### config.mk
export PLATFORM = sky130hd
export DESIGN_NAME = pipeline_hazard_controller
export DESIGN_NICKNAME = d
export VERILOG_FILES = /design/src/rtl/pipeline_hazard_controller.sv
export SDC_FILE = /design/constraint.sdc
export NUM_CORES = 1
export LEC_CHECK = 0
export CAP_MARGIN = 20
export CELL_PAD_IN_SITES_DETAIL_PLACEMENT = 1
export CELL_PAD_IN_SITES_GLOBAL_PLACEMENT = 1
export CORE_ASPECT_RATIO = 0.5
export CORE_MARGIN = 2
export CORE_UTILIZATION = 36
export DETAILED_ROUTE_END_ITERATION = 8
export GPL_ROUTABILITY_DRIVEN = 0
export PLACE_DENSITY_LB_ADDON = 0.2
export SLEW_MARGIN = 30
export SYNTH_ARGS = -nofsm -noshare
export SYNTH_HDL_FRONTEND = slang
export SYNTH_SLANG_ARGS = --single-unit
export TNS_END_PERCENT = 30
### constraint.sdc
create_clock -name clk -period 2.2 [get_ports clk]
set_input_delay 0.55 -clock clk [delete_from_list [all_inputs] [get_ports clk]]
set_output_delay 0.55 -clock clk [all_outputs]
set_load 0.05 [all_outputs]
### src/rtl/pipeline_hazard_controller.sv
// Stall/flush/forward sequencer for the 3-stage pipeline: data-memory wait FSM with
// timeout error, stall-cycle counter and execute-stage operand forwarding select.
`default_nettype none

module pipeline_hazard_controller #(
    parameter int MEM_TIMEOUT = 16,
    parameter int RADDR_W     = 5
) (
    input  logic               clk,
    input  logic               rst_n,
    input  logic [RADDR_W-1:0] rs1_execute_i,
    input  logic [RADDR_W-1:0] rs2_execute_i,
    input  logic               rs1_used_i,
    input  logic               rs2_used_i,
    input  logic [RADDR_W-1:0] rd_mem_i,
    input  logic               reg_wr_mem_i,
    input  logic               wb_sel_mem_i,
    input  logic               mem_req_mem_i,
    input  logic               dmem_ready_i,
    input  logic               br_taken_i,
    input  logic               err_clear_i,
    output logic               pc_stall_o,
    output logic               fd_stall_o,
    output logic               fd_flush_o,
    output logic               em_hold_o,
    output logic [1:0]         fwd_a_sel_o,
    output logic [1:0]         fwd_b_sel_o,
    output logic               mem_err_o,
    output logic [31:0]        stall_cycles_o
);

    localparam int                CNT_W     = $clog2(MEM_TIMEOUT + 1);
    localparam logic [CNT_W-1:0]  WAIT_LAST = CNT_W'(MEM_TIMEOUT - 1);

    typedef enum logic [1:0] {
        ST_RUN      = 2'd0,
        ST_MEM_WAIT = 2'd1,
        ST_MEM_ERR  = 2'd2
    } state_t;

    state_t             state_q, state_d;
    logic [CNT_W-1:0]   wait_cnt_q, wait_cnt_d;
    logic               mem_err_q, mem_err_d;
    logic [31:0]        stall_cycles_q, stall_cycles_d;
    logic               stall_raw;
    logic               stall;
    logic               match_a, match_b;

    always_ff @(posedge clk or negedge rst_n) begin
        if (!rst_n) begin
            state_q        <= ST_RUN;
            wait_cnt_q     <= '0;
            mem_err_q      <= 1'b0;
            stall_cycles_q <= '0;
        end else begin
            state_q        <= state_d;
            wait_cnt_q     <= wait_cnt_d;
            mem_err_q      <= mem_err_d;
            stall_cycles_q <= stall_cycles_d;
        end
    end

    always_comb begin
        state_d    = state_q;
        wait_cnt_d = wait_cnt_q;
        mem_err_d  = mem_err_q;
        stall_raw  = 1'b0;
        case (state_q)
            ST_RUN: begin
                wait_cnt_d = '0;
                if (mem_req_mem_i && !dmem_ready_i) begin
                    stall_raw  = 1'b1;
                    wait_cnt_d = CNT_W'(1);
                    state_d    = ST_MEM_WAIT;
                end
            end
            ST_MEM_WAIT: begin
                if (dmem_ready_i) begin
                    state_d    = ST_RUN;
                    wait_cnt_d = '0;
                end else begin
                    stall_raw = 1'b1;
                    if (wait_cnt_q == WAIT_LAST) begin
                        state_d   = ST_MEM_ERR;
                        mem_err_d = 1'b1;
                    end else begin
                        wait_cnt_d = wait_cnt_q + CNT_W'(1);
                    end
                end
            end
            ST_MEM_ERR: begin
                // err_clear wins over a coincident dmem_ready; the access is retried from RUN.
                stall_raw = 1'b1;
                if (err_clear_i) begin
                    state_d    = ST_RUN;
                    mem_err_d  = 1'b0;
                    wait_cnt_d = '0;
                end
            end
            default: begin
                state_d    = ST_RUN;
                wait_cnt_d = '0;
            end
        endcase
    end

    // State is already RUN during reset, but a live request would still raise stall without this gate.
    assign stall = rst_n & stall_raw;

    assign stall_cycles_d = (stall && (stall_cycles_q != 32'hFFFF_FFFF))
                          ? stall_cycles_q + 32'd1 : stall_cycles_q;

    assign pc_stall_o     = stall;
    assign fd_stall_o     = stall;
    assign em_hold_o      = stall;
    assign fd_flush_o     = rst_n & br_taken_i & ~stall;
    assign mem_err_o      = mem_err_q;
    assign stall_cycles_o = stall_cycles_q;

    assign match_a = reg_wr_mem_i & (|rd_mem_i) & rs1_used_i & (rs1_execute_i == rd_mem_i);
    assign match_b = reg_wr_mem_i & (|rd_mem_i) & rs2_used_i & (rs2_execute_i == rd_mem_i);

    assign fwd_a_sel_o = match_a ? (wb_sel_mem_i ? 2'b10 : 2'b01) : 2'b00;
    assign fwd_b_sel_o = match_b ? (wb_sel_mem_i ? 2'b10 : 2'b01) : 2'b00;

endmodule

`default_nettype wire
=== Yosys cells after proc, flatten, opt, wreduce, memory -nomap -nowiden ===
Cells that the tools add are included.

* Register bits: 40
* Latch bits: 0
* Memory bits (writable): 0
* Bits in read-only memories: 0
* Memories: 0

* Add/subtract/negate cells: 2
* $mul: 0
* Divide/modulo/power cells: 0
* Order comparisons: 0
* Equality and inequality tests: 12
* Shift operators: 0
* Muxes and demuxes: 20
* Bitwise logic cells: 9
* Reductions and logical operators: 9

{| class="wikitable"
|+ Operator list
! cell !! count
|-
| $add A32 B1 Y32 const B || 1
|-
| $ne A32 B32 Y1 const B || 1
|-
| $mux W5 || 3
|-
| $pmux W5 S3 || 1
|-
| $mux W2 || 7
|-
| $eq A5 B5 Y1 || 2
|-
| $and A1 B1 Y1 || 8
|-
| $ne A2 B2 Y1 const B || 4
|-
| $mux W1 || 6
|-
| $ne A3 B3 Y1 const B || 2
|-
| $pmux W2 S3 || 1
|-
| $add A5 B1 Y5 const B || 1
|-
| $eq A5 B4 Y1 const B || 1
|-
| $reduce_or A5 Y1 || 1
|-
| $reduce_and A4 Y1 || 1
|-
| $pmux W1 S3 || 1
|-
| $reduce_and A3 Y1 || 1
|-
| $eq A2 B1 Y1 const B || 1
|-
| $eq A2 B2 Y1 const B || 1
|-
| $logic_and A1 B1 Y1 || 2
|-
| $logic_not A2 Y1 || 1
|-
| $pmux W1 S2 || 1
|-
| $reduce_and A2 Y1 || 1
|-
| $reduce_bool A2 Y1 || 1
|-
| other kinds (2) || 2
|}

=== Depth between registers and ports, before layout ===
Gate-level depths: netlist of the first run.

* Depth in word-level cells: 7
* Mapped depth: 8
* Gate-level depth less buffers: 7

=== Worst setup path after synthesis of the first run ===
OpenSTA, ideal clock, no wires.

* Kind: input port to output port
* From: in rd_mem_i[2]
* To: out fwd_a_sel_o[0]
* Arrival time: 2121 ps
* Setup slack: -471 ps
* Stages: 4
* Path through: xor2_1 > nor4_1 > nand3_1 > nor3_1

* Cells in the longest elaborated chain, start to end: 5
* Elaborated cells on any way between the ends: 6
* Those cells by class: eq/ne (1); mux (1); bitwise (3); reduce/logical (1)

{| class="wikitable"
|+ Ends and longest elaborated chain
! item !! line !! text
|-
| start, declared || 15 || <nowiki>input logic [RADDR_W-1:0] rd_mem_i,</nowiki>
|-
| $reduce_or A5 Y1 || 120 || <nowiki>assign match_a = reg_wr_mem_i & (|rd_mem_i) & rs1_used_i & (rs1_execute_i == rd_mem_i);</nowiki>
|-
| $and A1 B1 Y1 (2 in series) || 120 ||
|-
| $and A1 B1 Y1 (*) || 120 ||
|-
| $mux W2 (*) || 123 || <nowiki>assign fwd_a_sel_o = match_a ? (wb_sel_mem_i ? 2'b10 : 2'b01) : 2'b00;</nowiki>
|-
| end, declared || 26 || <nowiki>output logic [1:0] fwd_a_sel_o,</nowiki>
|}

Every way passes the cells marked *; elsewhere a longest branch is shown, timed or not.

=== Final worst setup path of the first run ===
* From: in rd_mem_i[3]
* To: out fwd_a_sel_o[0]

The elaborated chain is that of the path after synthesis.

==> results.yml, run 1 <==
status:
  status: "finished with violations"
  violations: "setup timing"
critical_path:
  cp_data_required_time_ps: 1650
  crit_arrival_ps: 1720
  setup.worst_path.end_class: "output pin"
  critPathLaunchType: "input port"
  rr_startpoint: "stall_cycles_o[8]$_DFFE_PN0P_"
  r2r_slack_ps: 140
  worstPathMaxFanout: 3
  reg2reg_to: "stall_cycles_o[6]$_DFFE_PN0P_"
  r2r_cells: 7
  critPathKind: "input port to output pin"
power_and_ir_drop:
  p_seq_share_pct: 37.7
  p_leak_uw: 0.00154
  p_int_uw: 1630
  p_clk_share_pct: 37.1
  combPwrFrac_pct: 25.2
  powerDensity_nw_per_um2: 707
  net-switching-power_uw: 742
  ir_drop_mv: 0.322
  swShare_pct: 31.2
yosys:
  synth.area.top_cells: "dfrtp_1, xor2_1, nor3_1, nand4_1, nand2_1"
  synth-seq-cells: 40
  netlist.top_cell.by_area: "dfrtp_1"
  yosys.area.top_type_share_pct: 45.2
  syn_nets: 244
  syn_inst: 216
  syn_area_um2: 2220
  synth_area_per_cell_um2: 10.3
  seq_area_frac_synth_pct: 45.2
  yosysWarnings: 0
  ys_types: 39
detailed_routing:
  ant_nets: 0
  first_iter_violations: 54
  routed_wl_mm: 6.07
  drt-vias-per-instance: 5.15
  wl_per_cell_um: 15.9
  first_pass_iters: 4
  drc: 0
  vias: 1969
clock_network:
  cts_max_path_buffers: 2
  cts_tree: "done"
  cts_max_level: 2
  clock-root-buffer: "clkbuf_16"
  clock-sinks: 40
  clk-insertion-delay-late_ps: 280
  cts_buffers: 5
  clk_pin_slew_ps: 60
sta:
  finClkSkew_ps: 5.81
  finalHoldViolations: 0
  min_period_over_period_pct: 103
  max_freq_ghz: 0.440
  fin_ws_ps: -75.0
  tightest_slew_ps: 519
  post-route-min-period_ps: 2270
  finalMaxSlewViolations: 0
  setup_viol: 2
  slew_headroom_pct: 65.3
  fin_tns_setup_ps: -117
  rsz0062_at_grt: "yes"
  hold_slack_ps: 148
grt:
  antenna_found_initial: 0
  grt_max_degree: 15
  grt_pass1_vias: 2156
  grt_overflow: 0
  track_usage_pct: 19.2
  grt_pass1_wl_mm: 10.2
floorplan:
  coreArea_um2: 6010
  die_h_um: 59.5
  pin_count: 66
  die_x_um: 115
  rows: 20
  die_area_um2: 6840
  initial_core_util_pct: 36.9
placed_design:
  hpwlAfterDp_mm: 4.60
  numPortBuffers: 65
layout:
  final_common_cell: "dfrtp_1"
  antenna_cells: 0
  areaGrowthSynthToFinish_pct: 51.8
  final_cell_mix: "dfrtp_1, clkdlybuf4s50_1, xor2_1, buf_4"
  layout.nets: 332
  drive_gt1_share_pct: 27.5
flow_run:
  maxCapViolCount: 0
worst_hold_path:
  holdCritPathClass: "input port to async pin"
## state kept, by name, summed over array words and instances (netlist names)
name / flops
stall_cycles_o: 32
wait_cnt_q: 5
state_q: 2
mem_err_o: 1
## logic make-up (layout without fill, tap and decap cells)
group,count (synthesis),in the layout,synth area share [%]
flops,40,40,45.2
simple gates,95,95,26.4
fa+ha+maj,3,3,1.69
buf+inv,18,107,4.18
xor+xnor,40,40,15.8
compound gates,17,17,5.14
mux,3,3,1.58
## critical path, stage by stage
cell and delay, ps:
buf_8 100, xor2_1 160, nor4_1 310, nand3_1 210, nor3_4 220, buf_6 180
## worst max path at each step
| stage | cells after the start | slack (ps) | from | to |
|---|---|---|---|---|
| after floorplan | 3 | -140 | rd_mem_i[1] | fwd_a_sel_o[0] |
| after global routing | 6 | -110 | rd_mem_i[3] | fwd_a_sel_o[0] |
| after CTS | 6 | -20 | rd_mem_i[4] | fwd_a_sel_o[1] |
| after detailed placement | 6 | -470 | rd_mem_i[1] | fwd_a_sel_o[0] |
| final | 6 | -70 | rd_mem_i[3] | fwd_a_sel_o[0] |
| after global placement | 6 | -440 | rd_mem_i[1] | fwd_b_sel_o[0] |
## cell usage after synthesis (all sizes together)
| library cell | number |
|---|---|
| a211oi | 2 |
| ha | 3 |
| a31oi | 4 |
| and2 | 1 |
| dfrtp | 40 |
| nor4b | 3 |
| o22ai | 2 |
| nor3 | 20 |
| nand2 | 15 |
| and3 | 5 |
| mux2i | 2 |
| a21oi | 1 |
| nor4 | 9 |
| nor2 | 12 |
| inv | 12 |
| xor2 | 35 |
| nand3b | 1 |
| nand4 | 12 |
| mux2 | 1 |
| buf | 6 |
| xnor2 | 5 |
| nor3b | 4 |
| or2 | 2 |
| o21a | 1 |
| o21ai | 7 |
| nand3 | 10 |
| or4 | 1 |
## power groups by stage
stage / sequential, µW / clock (µW) / combinational (µW)
finish: 896 / 883 / 599
global route: 908 / 938 / 633
CTS: 895 / 898 / 597
detailed placement: 904 / 0 / 590
global placement: 898 / 0 / 579
floorplan: 1080 / 0 / 146
## timing repair
| item | 4_1_cts | 5_1_grt |
|---|---|---|
| resized for setup | 69 | 17 |
| hold buffers | 0 | 0 |
| pin swaps | 17 | 9 |
| cloned | 0 | 0 |
| endpoints found under the setup margin | 10 | 11 |
| buffers inserted | 2 | 0 |
## layer usage
layer | routed length (µm) | vias to the layer above | GRT usage [%]
met5 | 0 | - | 0
met4 | 48 | 0 | 3.61
met3 | 361 | 7 | 5.73
met2 | 2920 | 56 | 33.4
met1 | 2740 | 976 | 24.3
li1 | - | 930 | -
## per-stage QoR
stage	utilization, %	worst slack (ps)	power (µW)	cells	cell area, µm²
after floorplan	-	-137	1230	216	2240
after global placement	51.6	-445	1480	372	3100
after detailed placement	51.6	-472	1490	372	3100
after CTS	55.2	-22.4	2390	382	3320
after global routing	56.0	-109	2480	382	3360
final	56.0	-75.0	2380	382	3360
## area by class of cell
class	count	area, µm²
inverters	12	48.8
repair buffers	87	838
multi-input cells	158	1190
fillers	640	2640
clock inverters	1	30.0
well taps	77	96.3
flip-flops and latches	40	1000
clock buffers	7	153
(Power assumes the default switching activity.)
==> run 2: changes to the inputs <==
--- a/config.mk
+++ b/config.mk
@@ -9,10 +9,10 @@
 export CELL_PAD_IN_SITES_DETAIL_PLACEMENT = 1
 export CELL_PAD_IN_SITES_GLOBAL_PLACEMENT = 1
 export CORE_ASPECT_RATIO = 0.5
-export CORE_MARGIN = 2
 export CORE_UTILIZATION = 36
 export DETAILED_ROUTE_END_ITERATION = 8
 export GPL_ROUTABILITY_DRIVEN = 0
+export HOLD_SLACK_MARGIN = 0.05
 export PLACE_DENSITY_LB_ADDON = 0.2
 export SLEW_MARGIN = 30
 export SYNTH_ARGS = -nofsm -noshare
==> results.yml, run 2 (synthesis gave the netlist of run 1 again) <==
sta:
  min_period_over_period_pct: 101
  post-route-min-period_ps: 2210
  rsz0062_at_grt: "yes"
  finalHoldViolations: 0
  setup_viol: 3
  fin_ws_ps: -12.8
  finClkSkew_ps: 4.32
  tightest_slew_ps: 535
  finalMaxSlewViolations: 0
  max_freq_ghz: 0.452
  slew_headroom_pct: 64.2
critical_path:
  r2r_slack_ps: 180
  worstPathMaxFanout: 2
  max_stage_delay_ps: 300
  critPathBufInv: 2
  setup.worst_path.end_class: "output pin"
  cp_data_required_time_ps: 1650
  critPathKind: "input port to output pin"
  critical_path.top_delay_family: "simple AND/OR/NAND/NOR gates"
  crit_chain: "buf_6, xor2_1, nor4_2, nand3_1, nor3_2, buf_6"
  crit_arrival_ps: 1660
  worst_path_most_repeated_cell: "buf_6"
  worst_path_max_delay_cell: "nor4_2"
  critPathLaunchType: "input port"
status:
  violations: "setup timing"
  status: "finished with violations"
floorplan:
  coreArea_um2: 5710
  pin_count: 66
  die_area_um2: 6490
  die_h_um: 57.5
  initial_core_util_pct: 38.8
  die_x_um: 113
  rows: 19
detailed_routing:
  first_pass_iters: 4
  vias: 1994
  highest_layer: "met4"
  drc: 0
  ant_nets: 0
  wl_per_cell_um: 16.9
  drt-vias-per-instance: 5.23
  wl_met3_um: 312
  routed_wl_mm: 6.44
  first_iter_violations: 59
  m1WireLength_mm: 2.82
  wl_met2_mm: 3.24
clock_network:
  cts_buffers: 5
  ctsHoldBuffers: 0
  clock-root-buffer: "clkbuf_16"
  clock-sinks: 40
  clk-insertion-delay-late_ps: 280
  cts_max_level: 2
  cts_tree: "done"
  clk_pin_slew_ps: 60
  cts_max_path_buffers: 2
grt:
  grt_pass1_wl_mm: 10.8
  grt_max_degree: 24
  grt_overflow: 0
  track_usage_pct: 21.6
  grt_pass1_vias: 2185
  antenna_found_initial: 0
layout:
  final_cell_mix: "dfrtp_1, clkdlybuf4s50_1, xor2_1, buf_4"
  seq_area_um2: 1000
  final_common_cell: "dfrtp_1"
  areaGrowthSynthToFinish_pct: 51.3
  antenna_cells: 0
  layout.core_utilization_pct: 58.8
  layout.nets: 335
  largest_reg_flops: 32
  fillers: 636
  stdcell_count: 381
  multi_input_area_um2: 1180
  drive_gt1_share_pct: 27.3
placed_design:
  hpwlAfterDp_mm: 4.88
  dp_cells: 370
  numPortBuffers: 65
power_and_ir_drop:
  powerDensity_nw_per_um2: 695
  p_leak_uw: 0.00154
  ir_drop_mv: 0.412
flow_run:
  maxCapViolCount: 0
worst_hold_path:
  holdCritPathClass: "input port to async pin"
==> run 2: where the power goes <==
group          leakage [µW]  switching [µW]  internal (µW)
clock network     0.0000798             299            533
logic              0.000930             366            242
registers          0.000525            92.8            798
total               0.00154             758           1570
==> run 2: worst reg2reg max path: stages, from the launching register on <==
cell,delay [ps]
dfrtp_1,430
ha_1,200
nand3_1,180
nor3_4,330
and3_1,230
buf_4,210
nor2_4,50
mux2_4,280
==> run 2: timing repair <==
item,4_1_cts,5_1_grt
gates resized for setup,69,8
pin swaps,20,5
buffers inserted,3,0
endpoints found under the setup margin,8,10
==> run 2: path summary, 6_finish.rpt <==
path | cells after the start | from | to
max | 6 | rs1_execute_i[3] | fwd_a_sel_o[1]
min | 1 | rst_n | wait_cnt_q[4]$_DFFE_PN0P_
max reg2reg | 7 | stall_cycles_o[0]$_DFFE_PN0P_ | stall_cycles_o[1]$_DFFE_PN0P_
min reg2reg | 1 | stall_cycles_o[15]$_DFFE_PN0P_ | stall_cycles_o[15]$_DFFE_PN0P_
max in group asynchronous | 2 | rst_n | stall_cycles_o[12]$_DFFE_PN0P_
min in group clk | 1 | stall_cycles_o[15]$_DFFE_PN0P_ | stall_cycles_o[15]$_DFFE_PN0P_
==> run 2: layer usage <==
layer / track usage [%] / vias to the layer above
met2: 39.9 / 54
met4: 5.45 / 0
li1: - / 940
met3: 5.21 / 10
met5: 0 / -
met1: 25.8 / 990
==> run 2: metrics by stage <==
| stage | cell area, µm² | setup slack, ps | power, µW | setup TNS, ps | hold WS, ps |
|---|---|---|---|---|---|
| floorplan | 2240 | -137 | 1230 | -550 | 254 |
| global placement | 3110 | -409 | 1480 | -5240 | 439 |
| detailed placement | 3110 | -526 | 1490 | -6110 | 435 |
| CTS | 3320 | -71.5 | 2340 | -244 | 138 |
| global route | 3350 | -74.2 | 2430 | -221 | 143 |
| finish | 3350 | -12.8 | 2330 | -20.7 | 135 |
==> run 2: area by class of cell <==
| type | count | share of cell area, % |
|---|---|---|
| clock buffer | 5 | 3.73 |
| clock inverter | 3 | 1.27 |
| inverter | 12 | 1.46 |
| multi-input combinational | 158 | 35.3 |
| tap | 73 | 2.72 |
| timing repair buffer | 90 | 25.6 |
| sequential | 40 | 29.9 |
==> run 3: changes to the inputs <==
--- a/config.mk
+++ b/config.mk
@@ -14,7 +14,8 @@
 export GPL_ROUTABILITY_DRIVEN = 0
 export HOLD_SLACK_MARGIN = 0.05
 export PLACE_DENSITY_LB_ADDON = 0.2
-export SLEW_MARGIN = 30
+export RECOVER_POWER = 50
+export SLEW_MARGIN = 20
 export SYNTH_ARGS = -nofsm -noshare
 export SYNTH_HDL_FRONTEND = slang
 export SYNTH_SLANG_ARGS = --single-unit
==> results.yml, run 3 (synthesis gave the netlist of run 1 again) <==
floorplan:
  die_area_um2: 6490
  coreArea_um2: 5710
  die_h_um: 57.5
  rows: 19
  die_x_um: 113
  initial_core_util_pct: 38.8
  pin_count: 66
clock_network:
  cts_max_level: 2
  cts_buffers: 5
  cts_max_path_buffers: 2
  clock-sinks: 40
  clock-root-buffer: "clkbuf_16"
  clk-insertion-delay-late_ps: 280
  clk_pin_slew_ps: 60
  cts_tree: "done"
sta:
  min_period_over_period_pct: 101
  fin_ws_ps: -13.2
  fin_tns_setup_ps: -21.5
  setup_viol: 3
  post-route-min-period_ps: 2210
  max_freq_ghz: 0.452
  finalMaxSlewViolations: 0
  slew_headroom_pct: 14.0
  hold_slack_ps: 132
  tightest_slew_ps: 1290
  finClkSkew_ps: 4.46
  rsz0062_at_grt: "yes"
  finalHoldViolations: 0
layout:
  stdcell_count: 381
  layout.nets: 335
  areaGrowthSynthToFinish_pct: 50.4
  antenna_cells: 0
  final_cell_mix: "dfrtp_1, clkdlybuf4s50_1, xor2_1, buf_4"
  largest_reg_flops: 32
  drive_gt1_share_pct: 25.6
  final_common_cell: "dfrtp_1"
worst_hold_path:
  holdCritPathClass: "input port to async pin"
critical_path:
  reg2reg_to: "stall_cycles_o[1]$_DFFE_PN0P_"
  worst_path_max_delay_cell: "nor4_2"
  max_stage_delay_ps: 300
  r2r_slack_ps: 170
  r2r_cells: 7
  critPathLaunchType: "input port"
  crit_arrival_ps: 1660
  critical_path.top_delay_family: "simple AND/OR/NAND/NOR gates"
  worst_path_most_repeated_cell: "buf_6"
  cp_data_required_time_ps: 1650
  worstPathMaxFanout: 2
  critPathKind: "input port to output pin"
  critPathBufInv: 2
  rr_startpoint: "stall_cycles_o[0]$_DFFE_PN0P_"
  crit_chain: "buf_6, xor2_1, nor4_2, nand3_1, nor3_2, buf_6"
  setup.worst_path.end_class: "output pin"
power_and_ir_drop:
  p_leak_uw: 0.00151
  ir_drop_mv: 0.412
  powerDensity_nw_per_um2: 699
  p_total_uw: 2330
detailed_routing:
  routed_wl_mm: 6.44
  drc: 0
  first_pass_iters: 4
  ant_nets: 0
  vias: 1991
  first_iter_violations: 58
  wl_per_cell_um: 16.9
  drt-vias-per-instance: 5.23
grt:
  grt_overflow: 0
  track_usage_pct: 21.6
  grt_max_degree: 24
  grt_pass1_vias: 2185
  antenna_found_initial: 0
  grt_pass1_wl_mm: 10.8
placed_design:
  numPortBuffers: 65
  dp_cells: 370
  hpwlAfterDp_mm: 4.88
flow_run:
  maxCapViolCount: 0
status:
  violations: "setup timing"
  status: "finished with violations"
run 3: changes by cell type in the layout (fill, tap and decap cells not counted), sizes merged:
cell	previous run	this run
clkbuf	5	11
dlygate4sd3	0	2
clkdlybuf4s50	37	35
buf	47	41
run 3: power by group:
| group | switching [µW] | internal (µW) | leakage [µW] |
|---|---|---|---|
| logic | 367 | 240 | 0.000908 |
| registers | 92.6 | 798 | 0.000525 |
| clock network | 299 | 533 | 0.0000798 |
run 3: timing repair:
action,4_1_cts,5_1_grt
endpoints found under the hold margin,0,0
buffers inserted,3,0
pin swaps,20,5
endpoints found under the setup margin,8,10
hold buffers,0,0
gates resized for setup,69,8
run 3: routing by layer:
layer	global-route usage [%]	routed length [µm]	part of all wire, %
met1	25.8	2810	44
met4	5.45	74	1.1
met5	0	0	0
met3	5.21	308	4.8
met2	39.9	3240	50
run 3: how the worst max path moves through the flow:
stage                          end             start  slack [ps]  cells past startpoint
CTS                 fwd_a_sel_o[1]  rs1_execute_i[0]         -70                      6
floorplan           fwd_a_sel_o[0]       rd_mem_i[1]        -140                      3
finish              fwd_a_sel_o[1]  rs1_execute_i[3]         -10                      6
global route        fwd_a_sel_o[1]  rs1_execute_i[3]         -70                      6
detailed placement  fwd_b_sel_o[1]       rd_mem_i[1]        -530                      7
global placement    fwd_b_sel_o[1]       rd_mem_i[1]        -410                      7
run 3: cell type report:
type                       count  area (µm²)
clock buffer                   5         125
clock inverter                 3        42.5
fill                         642        2370
inverter                      12        48.8
multi-input combinational    158        1180
sequential                    40        1000
tap                           73        91.3
timing repair buffer          90         840
run 3: per-stage QoR:
| stage | area, µm² | utilization (%) | worst slack (ps) |
|---|---|---|---|
| floorplan | 2240 | - | -137 |
| global placement | 3110 | 54.5 | -409 |
| detailed placement | 3110 | 54.5 | -526 |
| CTS | 3320 | 58.2 | -71.5 |
| global route | 3330 | 58.4 | -74.2 |
| finish | 3330 | 58.4 | -13.2 |
